===== src/rtl/des_pkg.sv =====
// Shared DES definitions: FSM states, round shift schedule, permutation/S-box tables
// and the bit-level helper functions used by the round datapath and the controller.
package des_pkg;

    typedef enum logic [1:0] {IDLE, ROUND, DONE} state_t;

    localparam int SHIFT [16] = '{1, 1, 2, 2, 2, 2, 2, 2, 1, 2, 2, 2, 2, 2, 2, 1};

    // Tables use DES numbering: entry value n selects bit n counted from the MSB (1-based).
    localparam int IP_T [64] = '{
        58, 50, 42, 34, 26, 18, 10, 2, 60, 52, 44, 36, 28, 20, 12, 4,
        62, 54, 46, 38, 30, 22, 14, 6, 64, 56, 48, 40, 32, 24, 16, 8,
        57, 49, 41, 33, 25, 17,  9, 1, 59, 51, 43, 35, 27, 19, 11, 3,
        61, 53, 45, 37, 29, 21, 13, 5, 63, 55, 47, 39, 31, 23, 15, 7};

    localparam int FP_T [64] = '{
        40, 8, 48, 16, 56, 24, 64, 32, 39, 7, 47, 15, 55, 23, 63, 31,
        38, 6, 46, 14, 54, 22, 62, 30, 37, 5, 45, 13, 53, 21, 61, 29,
        36, 4, 44, 12, 52, 20, 60, 28, 35, 3, 43, 11, 51, 19, 59, 27,
        34, 2, 42, 10, 50, 18, 58, 26, 33, 1, 41,  9, 49, 17, 57, 25};

    localparam int PC1_T [56] = '{
        57, 49, 41, 33, 25, 17,  9,  1, 58, 50, 42, 34, 26, 18,
        10,  2, 59, 51, 43, 35, 27, 19, 11,  3, 60, 52, 44, 36,
        63, 55, 47, 39, 31, 23, 15,  7, 62, 54, 46, 38, 30, 22,
        14,  6, 61, 53, 45, 37, 29, 21, 13,  5, 28, 20, 12,  4};

    localparam int PC2_T [48] = '{
        14, 17, 11, 24,  1,  5,  3, 28, 15,  6, 21, 10,
        23, 19, 12,  4, 26,  8, 16,  7, 27, 20, 13,  2,
        41, 52, 31, 37, 47, 55, 30, 40, 51, 45, 33, 48,
        44, 49, 39, 56, 34, 53, 46, 42, 50, 36, 29, 32};

    localparam int E_T [48] = '{
        32,  1,  2,  3,  4,  5,  4,  5,  6,  7,  8,  9,
         8,  9, 10, 11, 12, 13, 12, 13, 14, 15, 16, 17,
        16, 17, 18, 19, 20, 21, 20, 21, 22, 23, 24, 25,
        24, 25, 26, 27, 28, 29, 28, 29, 30, 31, 32,  1};

    localparam int P_T [32] = '{
        16,  7, 20, 21, 29, 12, 28, 17,  1, 15, 23, 26,  5, 18, 31, 10,
         2,  8, 24, 14, 32, 27,  3,  9, 19, 13, 30,  6, 22, 11,  4, 25};

    // Each box is stored row-major: index = row*16 + column.
    localparam logic [3:0] SBOX [8][64] = '{
        '{14, 4,13, 1, 2,15,11, 8, 3,10, 6,12, 5, 9, 0, 7,  0,15, 7, 4,14, 2,13, 1,10, 6,12,11, 9, 5, 3, 8,
           4, 1,14, 8,13, 6, 2,11,15,12, 9, 7, 3,10, 5, 0, 15,12, 8, 2, 4, 9, 1, 7, 5,11, 3,14,10, 0, 6,13},
        '{15, 1, 8,14, 6,11, 3, 4, 9, 7, 2,13,12, 0, 5,10,  3,13, 4, 7,15, 2, 8,14,12, 0, 1,10, 6, 9,11, 5,
           0,14, 7,11,10, 4,13, 1, 5, 8,12, 6, 9, 3, 2,15, 13, 8,10, 1, 3,15, 4, 2,11, 6, 7,12, 0, 5,14, 9},
        '{10, 0, 9,14, 6, 3,15, 5, 1,13,12, 7,11, 4, 2, 8, 13, 7, 0, 9, 3, 4, 6,10, 2, 8, 5,14,12,11,15, 1,
          13, 6, 4, 9, 8,15, 3, 0,11, 1, 2,12, 5,10,14, 7,  1,10,13, 0, 6, 9, 8, 7, 4,15,14, 3,11, 5, 2,12},
        '{ 7,13,14, 3, 0, 6, 9,10, 1, 2, 8, 5,11,12, 4,15, 13, 8,11, 5, 6,15, 0, 3, 4, 7, 2,12, 1,10,14, 9,
          10, 6, 9, 0,12,11, 7,13,15, 1, 3,14, 5, 2, 8, 4,  3,15, 0, 6,10, 1,13, 8, 9, 4, 5,11,12, 7, 2,14},
        '{ 2,12, 4, 1, 7,10,11, 6, 8, 5, 3,15,13, 0,14, 9, 14,11, 2,12, 4, 7,13, 1, 5, 0,15,10, 3, 9, 8, 6,
           4, 2, 1,11,10,13, 7, 8,15, 9,12, 5, 6, 3, 0,14, 11, 8,12, 7, 1,14, 2,13, 6,15, 0, 9,10, 4, 5, 3},
        '{12, 1,10,15, 9, 2, 6, 8, 0,13, 3, 4,14, 7, 5,11, 10,15, 4, 2, 7,12, 9, 5, 6, 1,13,14, 0,11, 3, 8,
           9,14,15, 5, 2, 8,12, 3, 7, 0, 4,10, 1,13,11, 6,  4, 3, 2,12, 9, 5,15,10,11,14, 1, 7, 6, 0, 8,13},
        '{ 4,11, 2,14,15, 0, 8,13, 3,12, 9, 7, 5,10, 6, 1, 13, 0,11, 7, 4, 9, 1,10,14, 3, 5,12, 2,15, 8, 6,
           1, 4,11,13,12, 3, 7,14,10,15, 6, 8, 0, 5, 9, 2,  6,11,13, 8, 1, 4,10, 7, 9, 5, 0,15,14, 2, 3,12},
        '{13, 2, 8, 4, 6,15,11, 1,10, 9, 3,14, 5, 0,12, 7,  1,15,13, 8,10, 3, 7, 4,12, 5, 6,11, 0,14, 9, 2,
           7,11, 4, 1, 9,12,14, 2, 0, 6,10,13,15, 3, 5, 8,  2, 1,14, 7, 4,10, 8,13,15,12, 9, 0, 3, 5, 6,11}};

    function automatic logic [27:0] rotl28(input logic [27:0] x, input int n);
        return (x << n) | (x >> (28 - n));
    endfunction

    function automatic logic [27:0] rotr28(input logic [27:0] x, input int n);
        return (x >> n) | (x << (28 - n));
    endfunction

    function automatic logic [63:0] ip_perm(input logic [63:0] x);
        logic [63:0] y;
        for (int i = 0; i < 64; i++) y[63-i] = x[64-IP_T[i]];
        return y;
    endfunction

    function automatic logic [63:0] fp_perm(input logic [63:0] x);
        logic [63:0] y;
        for (int i = 0; i < 64; i++) y[63-i] = x[64-FP_T[i]];
        return y;
    endfunction

    function automatic logic [55:0] pc1(input logic [63:0] x);
        logic [55:0] y;
        for (int i = 0; i < 56; i++) y[55-i] = x[64-PC1_T[i]];
        return y;
    endfunction

    function automatic logic [47:0] pc2(input logic [55:0] x);
        logic [47:0] y;
        for (int i = 0; i < 48; i++) y[47-i] = x[56-PC2_T[i]];
        return y;
    endfunction

    function automatic logic [31:0] feistel_f(input logic [31:0] r, input logic [47:0] k);
        logic [47:0] x;
        logic [5:0]  b;
        logic [31:0] s;
        logic [31:0] y;
        for (int i = 0; i < 48; i++) x[47-i] = r[32-E_T[i]];
        x = x ^ k;
        for (int j = 0; j < 8; j++) begin
            b = x[47-6*j -: 6];
            s[31-4*j -: 4] = SBOX[j][{b[5], b[0], b[4:1]}];
        end
        for (int i = 0; i < 32; i++) y[31-i] = s[32-P_T[i]];
        return y;
    endfunction

endpackage


===== src/rtl/des_fp.sv =====
// DES final (inverse initial) permutation, purely combinational.
module des_fp
    import des_pkg::*;
(
    input  logic [63:0] data,
    output logic [63:0] perm
);
    assign perm = fp_perm(data);
endmodule


===== src/rtl/des_ip.sv =====
// DES initial permutation, purely combinational.
module des_ip
    import des_pkg::*;
(
    input  logic [63:0] data,
    output logic [63:0] perm
);
    assign perm = ip_perm(data);
endmodule


===== src/rtl/des_round.sv =====
// One combinational Feistel round plus the matching key-schedule step.
// Encrypt rotates C/D before deriving the subkey; decrypt derives it first, then rotates back.
module des_round
    import des_pkg::*;
(
    input  logic [31:0] l,
    input  logic [31:0] r,
    input  logic [27:0] c,
    input  logic [27:0] d,
    input  logic        mode,
    input  logic [3:0]  rnd,
    output logic [31:0] l_next,
    output logic [31:0] r_next,
    output logic [27:0] c_next,
    output logic [27:0] d_next
);
    logic [27:0] c_enc;
    logic [27:0] d_enc;
    logic [47:0] subkey;

    always_comb begin
        c_enc  = rotl28(c, SHIFT[rnd]);
        d_enc  = rotl28(d, SHIFT[rnd]);
        subkey = mode ? pc2({c, d}) : pc2({c_enc, d_enc});
        l_next = r;
        r_next = l ^ feistel_f(r, subkey);
        c_next = mode ? rotr28(c, SHIFT[4'd15 - rnd]) : c_enc;
        d_next = mode ? rotr28(d, SHIFT[4'd15 - rnd]) : d_enc;
    end
endmodule


===== src/rtl/des_iter_controller.sv =====
// Iterative DES sequencer: accepts a block/key, runs 16 rounds UNROLL per clock,
// and holds the final-permuted result until the consumer takes it.
module des_iter_controller
    import des_pkg::*;
#(
    parameter int UNROLL = 1
) (
    input  logic        clk,
    input  logic        rst,
    input  logic        in_valid,
    output logic        in_ready,
    input  logic [63:0] in_data,
    input  logic [63:0] in_key,
    input  logic        in_decrypt,
    output logic        out_valid,
    input  logic        out_ready,
    output logic [63:0] out_data,
    output logic        busy
);
    generate
        if (!(UNROLL == 1 || UNROLL == 2 || UNROLL == 4 || UNROLL == 8 || UNROLL == 16)) begin : g_bad_unroll
            $error("des_iter_controller: UNROLL must be 1, 2, 4, 8 or 16");
        end
    endgenerate

    state_t      state_reg;
    state_t      state_next;
    logic [31:0] l_reg;
    logic [31:0] r_reg;
    logic [27:0] c_reg;
    logic [27:0] d_reg;
    logic        mode_reg;
    logic [4:0]  rnd_reg;
    logic [63:0] out_data_reg;

    logic [63:0] ip_data;
    logic [63:0] fp_data;
    logic [55:0] key_pc1;
    logic        last_step;

    logic [31:0] l_chain [UNROLL+1];
    logic [31:0] r_chain [UNROLL+1];
    logic [27:0] c_chain [UNROLL+1];
    logic [27:0] d_chain [UNROLL+1];

    des_ip u_ip (
        .data (in_data),
        .perm (ip_data)
    );

    assign key_pc1 = pc1(in_key);

    assign l_chain[0] = l_reg;
    assign r_chain[0] = r_reg;
    assign c_chain[0] = c_reg;
    assign d_chain[0] = d_reg;

    generate
        for (genvar gi = 0; gi < UNROLL; gi++) begin : g_round
            des_round u_round (
                .l      (l_chain[gi]),
                .r      (r_chain[gi]),
                .c      (c_chain[gi]),
                .d      (d_chain[gi]),
                .mode   (mode_reg),
                .rnd    (rnd_reg[3:0] + 4'(gi)),
                .l_next (l_chain[gi+1]),
                .r_next (r_chain[gi+1]),
                .c_next (c_chain[gi+1]),
                .d_next (d_chain[gi+1])
            );
        end
    endgenerate

    // The halves are swapped (R16 first) before the final permutation.
    des_fp u_fp (
        .data ({r_chain[UNROLL], l_chain[UNROLL]}),
        .perm (fp_data)
    );

    assign last_step = (rnd_reg + 5'(UNROLL)) == 5'd16;

    always_comb begin
        state_next = state_reg;
        case (state_reg)
            IDLE:    if (in_valid)  state_next = ROUND;
            ROUND:   if (last_step) state_next = DONE;
            DONE:    if (out_ready) state_next = IDLE;
            default: state_next = IDLE;
        endcase
    end

    always_ff @(posedge clk) begin
        if (rst) begin
            state_reg    <= IDLE;
            l_reg        <= '0;
            r_reg        <= '0;
            c_reg        <= '0;
            d_reg        <= '0;
            mode_reg     <= 1'b0;
            rnd_reg      <= '0;
            out_data_reg <= '0;
        end else begin
            state_reg <= state_next;
            case (state_reg)
                IDLE: begin
                    if (in_valid) begin
                        {l_reg, r_reg} <= ip_data;
                        {c_reg, d_reg} <= key_pc1;
                        mode_reg       <= in_decrypt;
                        rnd_reg        <= '0;
                    end
                end
                ROUND: begin
                    l_reg   <= l_chain[UNROLL];
                    r_reg   <= r_chain[UNROLL];
                    c_reg   <= c_chain[UNROLL];
                    d_reg   <= d_chain[UNROLL];
                    rnd_reg <= rnd_reg + 5'(UNROLL);
                    if (last_step) out_data_reg <= fp_data;
                end
                default: ;
            endcase
        end
    end

    assign in_ready  = (state_reg == IDLE);
    assign out_valid = (state_reg == DONE);
    assign busy      = (state_reg != IDLE);
    assign out_data  = out_data_reg;
endmodule


===== config.mk =====
export PLATFORM = sky130hd
export DESIGN_NAME = des_iter_controller
export DESIGN_NICKNAME = d
export VERILOG_FILES = /design/src/rtl/des_pkg.sv /design/src/rtl/des_fp.sv /design/src/rtl/des_ip.sv /design/src/rtl/des_round.sv /design/src/rtl/des_iter_controller.sv
export SDC_FILE = /design/constraint.sdc
export NUM_CORES = 1
export LEC_CHECK = 0
export ABC_AREA = 1
export ABC_CLOCK_PERIOD_IN_PS = 5000
export BUFFER_PORTS_ARGS = -buffer_cell sky130_fd_sc_hd__buf_4
export CAP_MARGIN = 20
export CORE_MARGIN = 1
export CORE_UTILIZATION = 40
export CTS_CLUSTER_DIAMETER = 80
export DETAILED_ROUTE_END_ITERATION = 8
export SLEW_MARGIN = 25
export SYNTH_ARGS = -nofsm -noshare
export SYNTH_HDL_FRONTEND = slang
export SYNTH_HIERARCHICAL = 1
export SYNTH_SLANG_ARGS = --single-unit

===== constraint.sdc =====
create_clock -name clk -period 5 [get_ports clk]
set_input_delay 0.5 -clock clk [delete_from_list [all_inputs] [get_ports clk]]
set_output_delay 0.5 -clock clk [all_outputs]
set_load 0.005 [all_outputs]

==> flow_summary.ini <==
[logic_synthesis]
synthMostInstantiatedCell = sky130_fd_sc_hd__nand2_1
synth-edff-count = 0
yosysSeqAreaShare_pct = 20.9
yosys-top-cells-count = 1132 x sky130_fd_sc_hd__nand2_1, 581 x sky130_fd_sc_hd__nand3_1, 245 x sky130_fd_sc_hd__inv_1
synth_top_area_share_pct = 23.1
synth_top_cells_by_area = sky130_fd_sc_hd__nand2_1 23%, sky130_fd_sc_hd__dfxtp_1 21%, sky130_fd_sc_hd__nand3_1 16%
synth.yosys.warnings = 6
async_flop_share_pct = 0
syn-mean-instance-area_um2 = 5.93
synthesis.area_um2 = 18400
synth_nets = 3296
postSynthCellCount = 3102
flops_latches_synth = 192
postSynth.topFlopCell = sky130_fd_sc_hd__dfxtp_1
synth_unique_cells = 40
cell_taking_the_most_area_after_synthesis = sky130_fd_sc_hd__nand2_1

[die]
io_pins = 200
design.die.area_um2 = 46800
die_width_um = 216
initial_core_util_pct = 40.5
placementRows = 78
core_region_area_um2 = 45400
die_height_um = 216

[critical_path]
start_of_the_worst_register_to_register_path = rnd_reg[2]
setup.worst_path.start_class = flip-flop
worst-path-buf-inv = 1
slowest_cell_on_the_critical_path = sky130_fd_sc_hd__dfxtp_1
worst_setup_path_end_kind = flip-flop
worst-r2r-setup-slack_ps = 730
crit_path_cell_trace = nand3_1, nand3_2, nand2_4, ha_1, nor2_1, nand3_1, nand3_1, nand2_1, nand2_1, nand2_1, ha_1, inv_1, nand2_1, nand2_1, nand2_1, o211ai_1, nand3_1, nand2_1, nand2_1, nand2_1, nand2_1, nand3_1, o211a_1
worstPathMaxFanout = 12
cp.arrival_ps = 4660
worst_path_most_repeated_cell = sky130_fd_sc_hd__nand2_1
reg2reg_depth = 23
r2r-end = r_reg[8]
critical_path.max_stage_delay_ps = 590
cp_data_required_time_ps = 5390
path_class = flip-flop to flip-flop
cp_top_family = simple AND/OR/NAND/NOR gates

[job]
maxCapViolations = 0

[clock_network]
post-cts-setup-buffer-count = 0
ctsHtreeMaxLevel = 4
clockRootBuffer = sky130_fd_sc_hd__clkbuf_16
cts-hold-fix-buffers = 0
number_of_clock_buffers_inserted_by_tritoncts = 17
cts.repair.resized = 0
clock_sink_count = 192
clkSlewWorstSetupHoldPaths_ps = 90
insertion_delay_ps = 500
ctsLongestPathBuffers = 2
tritoncts = built

[sta]
skew_ps = 20.5
fmaxAchievable_ghz = 0.234
tightest_slew_ps = 1050
finalSetupViolCount = 0
rsz0062_at_grt = false
finalWorstPathRequiredPeriod_ps = 4270
total_negative_slack_ps = 0
hold_viol_final = 0
finalCritPeriodShare_pct = 85.5
timing_max_transition_violations_final = 0
slew_headroom_pct = 30.0

[grt]
globalRouteOverflowTotal = 0
antenna_violations_before_repair = 0
first_global_vias = 17800
grt_use_total_pct = 27.2
grt_max_degree = 141
grt_first_pass_wirelength_mm = 100

[layout]
diodes = 0
area_growth_pct = 5.15
largest_register_ffs = 64
design_area_um2 = 19300
nets = 3208
fillerInstances = 4993
layout-drive-gt1-share_pct = 10.2

[route]
avgRoutedWirePerCell_um = 17.7
avgViaCountPerCell = 5.44
drc = 0
route.final.wire_length_mm = 64.1
final_antenna_violating_net_count = 0
detail_route.first_pass.iterations = 6
drt_iter0_drc = 2133
via_count = 19700

[run_status]
status = finished, final reports clean

[pwr]
peakVddDrop_mv = 0.209
p_per_area_nw_per_um2 = 365
p_leak_nw = 10.5

[placed_design]
io_buffers = 191
hpwl_mm = 47.9
placedInstanceArea_um2 = 18700
place.gp.congestion = 0.935

[hold_path]
worst_hold_path_stage_count = 4
min-delay-path-class = primary input to flip-flop
hp-start = out_ready
worst_hold_path.endpoint = state_reg[1]
## placed cells by master, fill, tap and decap left out, types with 3 or more instances in the layout
| cell type | instances |
|---|---|
| sky130_fd_sc_hd__nand4_1 | 5 |
| sky130_fd_sc_hd__inv_6 | 4 |
| sky130_fd_sc_hd__nand3_1 | 581 |
| sky130_fd_sc_hd__xor2_2 | 9 |
| sky130_fd_sc_hd__clkbuf_16 | 17 |
| sky130_fd_sc_hd__ha_1 | 61 |
| sky130_fd_sc_hd__nand2_1 | 1132 |
| sky130_fd_sc_hd__nand3b_1 | 19 |
| sky130_fd_sc_hd__inv_1 | 244 |
| sky130_fd_sc_hd__inv_8 | 4 |
| sky130_fd_sc_hd__o21ai_2 | 4 |
| sky130_fd_sc_hd__nor2_1 | 187 |
| sky130_fd_sc_hd__o211a_1 | 120 |
| sky130_fd_sc_hd__nand2_2 | 19 |
| sky130_fd_sc_hd__inv_2 | 14 |
| sky130_fd_sc_hd__buf_4 | 206 |
| sky130_fd_sc_hd__clkinvlp_4 | 3 |
| sky130_fd_sc_hd__xor2_1 | 3 |
| sky130_fd_sc_hd__clkinv_8 | 3 |
| sky130_fd_sc_hd__a21oi_1 | 26 |
| sky130_fd_sc_hd__a22oi_1 | 18 |
| sky130_fd_sc_hd__dfxtp_1 | 192 |
| sky130_fd_sc_hd__buf_12 | 3 |
| sky130_fd_sc_hd__a21boi_0 | 7 |
| sky130_fd_sc_hd__o21ai_1 | 30 |
| sky130_fd_sc_hd__nand3_2 | 3 |
| sky130_fd_sc_hd__o21ai_0 | 66 |
| sky130_fd_sc_hd__o211ai_1 | 14 |
| sky130_fd_sc_hd__o21a_1 | 4 |
| sky130_fd_sc_hd__or2_2 | 7 |
## kinds of logic after synthesis
family / share of synthesized area (%)
simple gates: 45.2
buf+inv: 16.5
compound gates: 12.0
flops: 20.9
fa+ha+maj: 4.15
xor+xnor: 1.14
mux: 0.109
## stage by stage
stage,std cells,utilization (%),setup WS [ps],power [mW],hold slack (ps)
global route,3627,42.6,404,7.65,266
floorplan,3102,-,993,4.89,463
global placement,3595,41.3,933,5.55,464
CTS,3627,42.6,857,7.03,239
detailed placement,3595,41.3,878,5.57,476
finish,3627,42.6,727,7.06,272
## worst max-delay path by stage
stage	end	from	slack, ps	cells past startpoint
global route	r_reg[25]	rnd_reg[2]	400	24
finish	r_reg[8]	rnd_reg[2]	730	23
detailed placement	r_reg[8]	rnd_reg[2]	880	23
global placement	r_reg[8]	rnd_reg[2]	930	23
floorplan	out_data[54]	rnd_reg[2]	990	29
CTS	r_reg[8]	rnd_reg[2]	860	23
## metal layers
metal	wire length (um)	global-route usage [%]	share of wire, %	vias up
met2	29100	44.1	45	756
met5	0	0	0	-
met1	29400	37.4	46	9194
met3	3810	2.78	5.9	77
li1	-	-	-	9718
met4	1780	9.72	2.8	0
## power breakdown
part           switching [mW]  internal (mW)
Sequential              0.215           1.65
Combinational            2.55           1.19
Clock                   0.740          0.712
Total                    3.51           3.54
## worst register-to-register path, stage by stage, from the launching register on
cell and delay (ps):
sky130_fd_sc_hd__dfxtp_1 590, sky130_fd_sc_hd__nand3_1 220, sky130_fd_sc_hd__nand3_2 230, sky130_fd_sc_hd__nand2_4 90, sky130_fd_sc_hd__ha_1 320, sky130_fd_sc_hd__nor2_1 360, sky130_fd_sc_hd__nand3_1 130, sky130_fd_sc_hd__nand3_1 270
sky130_fd_sc_hd__nand2_1 120, sky130_fd_sc_hd__nand2_1 70, sky130_fd_sc_hd__nand2_1 210, sky130_fd_sc_hd__ha_1 420, sky130_fd_sc_hd__inv_1 80, sky130_fd_sc_hd__nand2_1 140, sky130_fd_sc_hd__nand2_1 80, sky130_fd_sc_hd__nand2_1 120
sky130_fd_sc_hd__o211ai_1 100, sky130_fd_sc_hd__nand3_1 150, sky130_fd_sc_hd__nand2_1 70, sky130_fd_sc_hd__nand2_1 50, sky130_fd_sc_hd__nand2_1 60, sky130_fd_sc_hd__nand2_1 70, sky130_fd_sc_hd__nand3_1 80, sky130_fd_sc_hd__o211a_1 150
## area by class of cell
cell class / count / area, um^2 / area share, %
sequential: 192 / 3840 / 19.9
clock buffer: 18 / 429 / 2.22
tap: 600 / 751 / 3.88
clock inverter: 14 / 170 / 0.880
multi-input combinational: 2331 / 11500 / 59.6
inverter: 263 / 1000 / 5.20
timing repair buffer: 209 / 1610 / 8.31
Power figures use the tool's default switching activity.
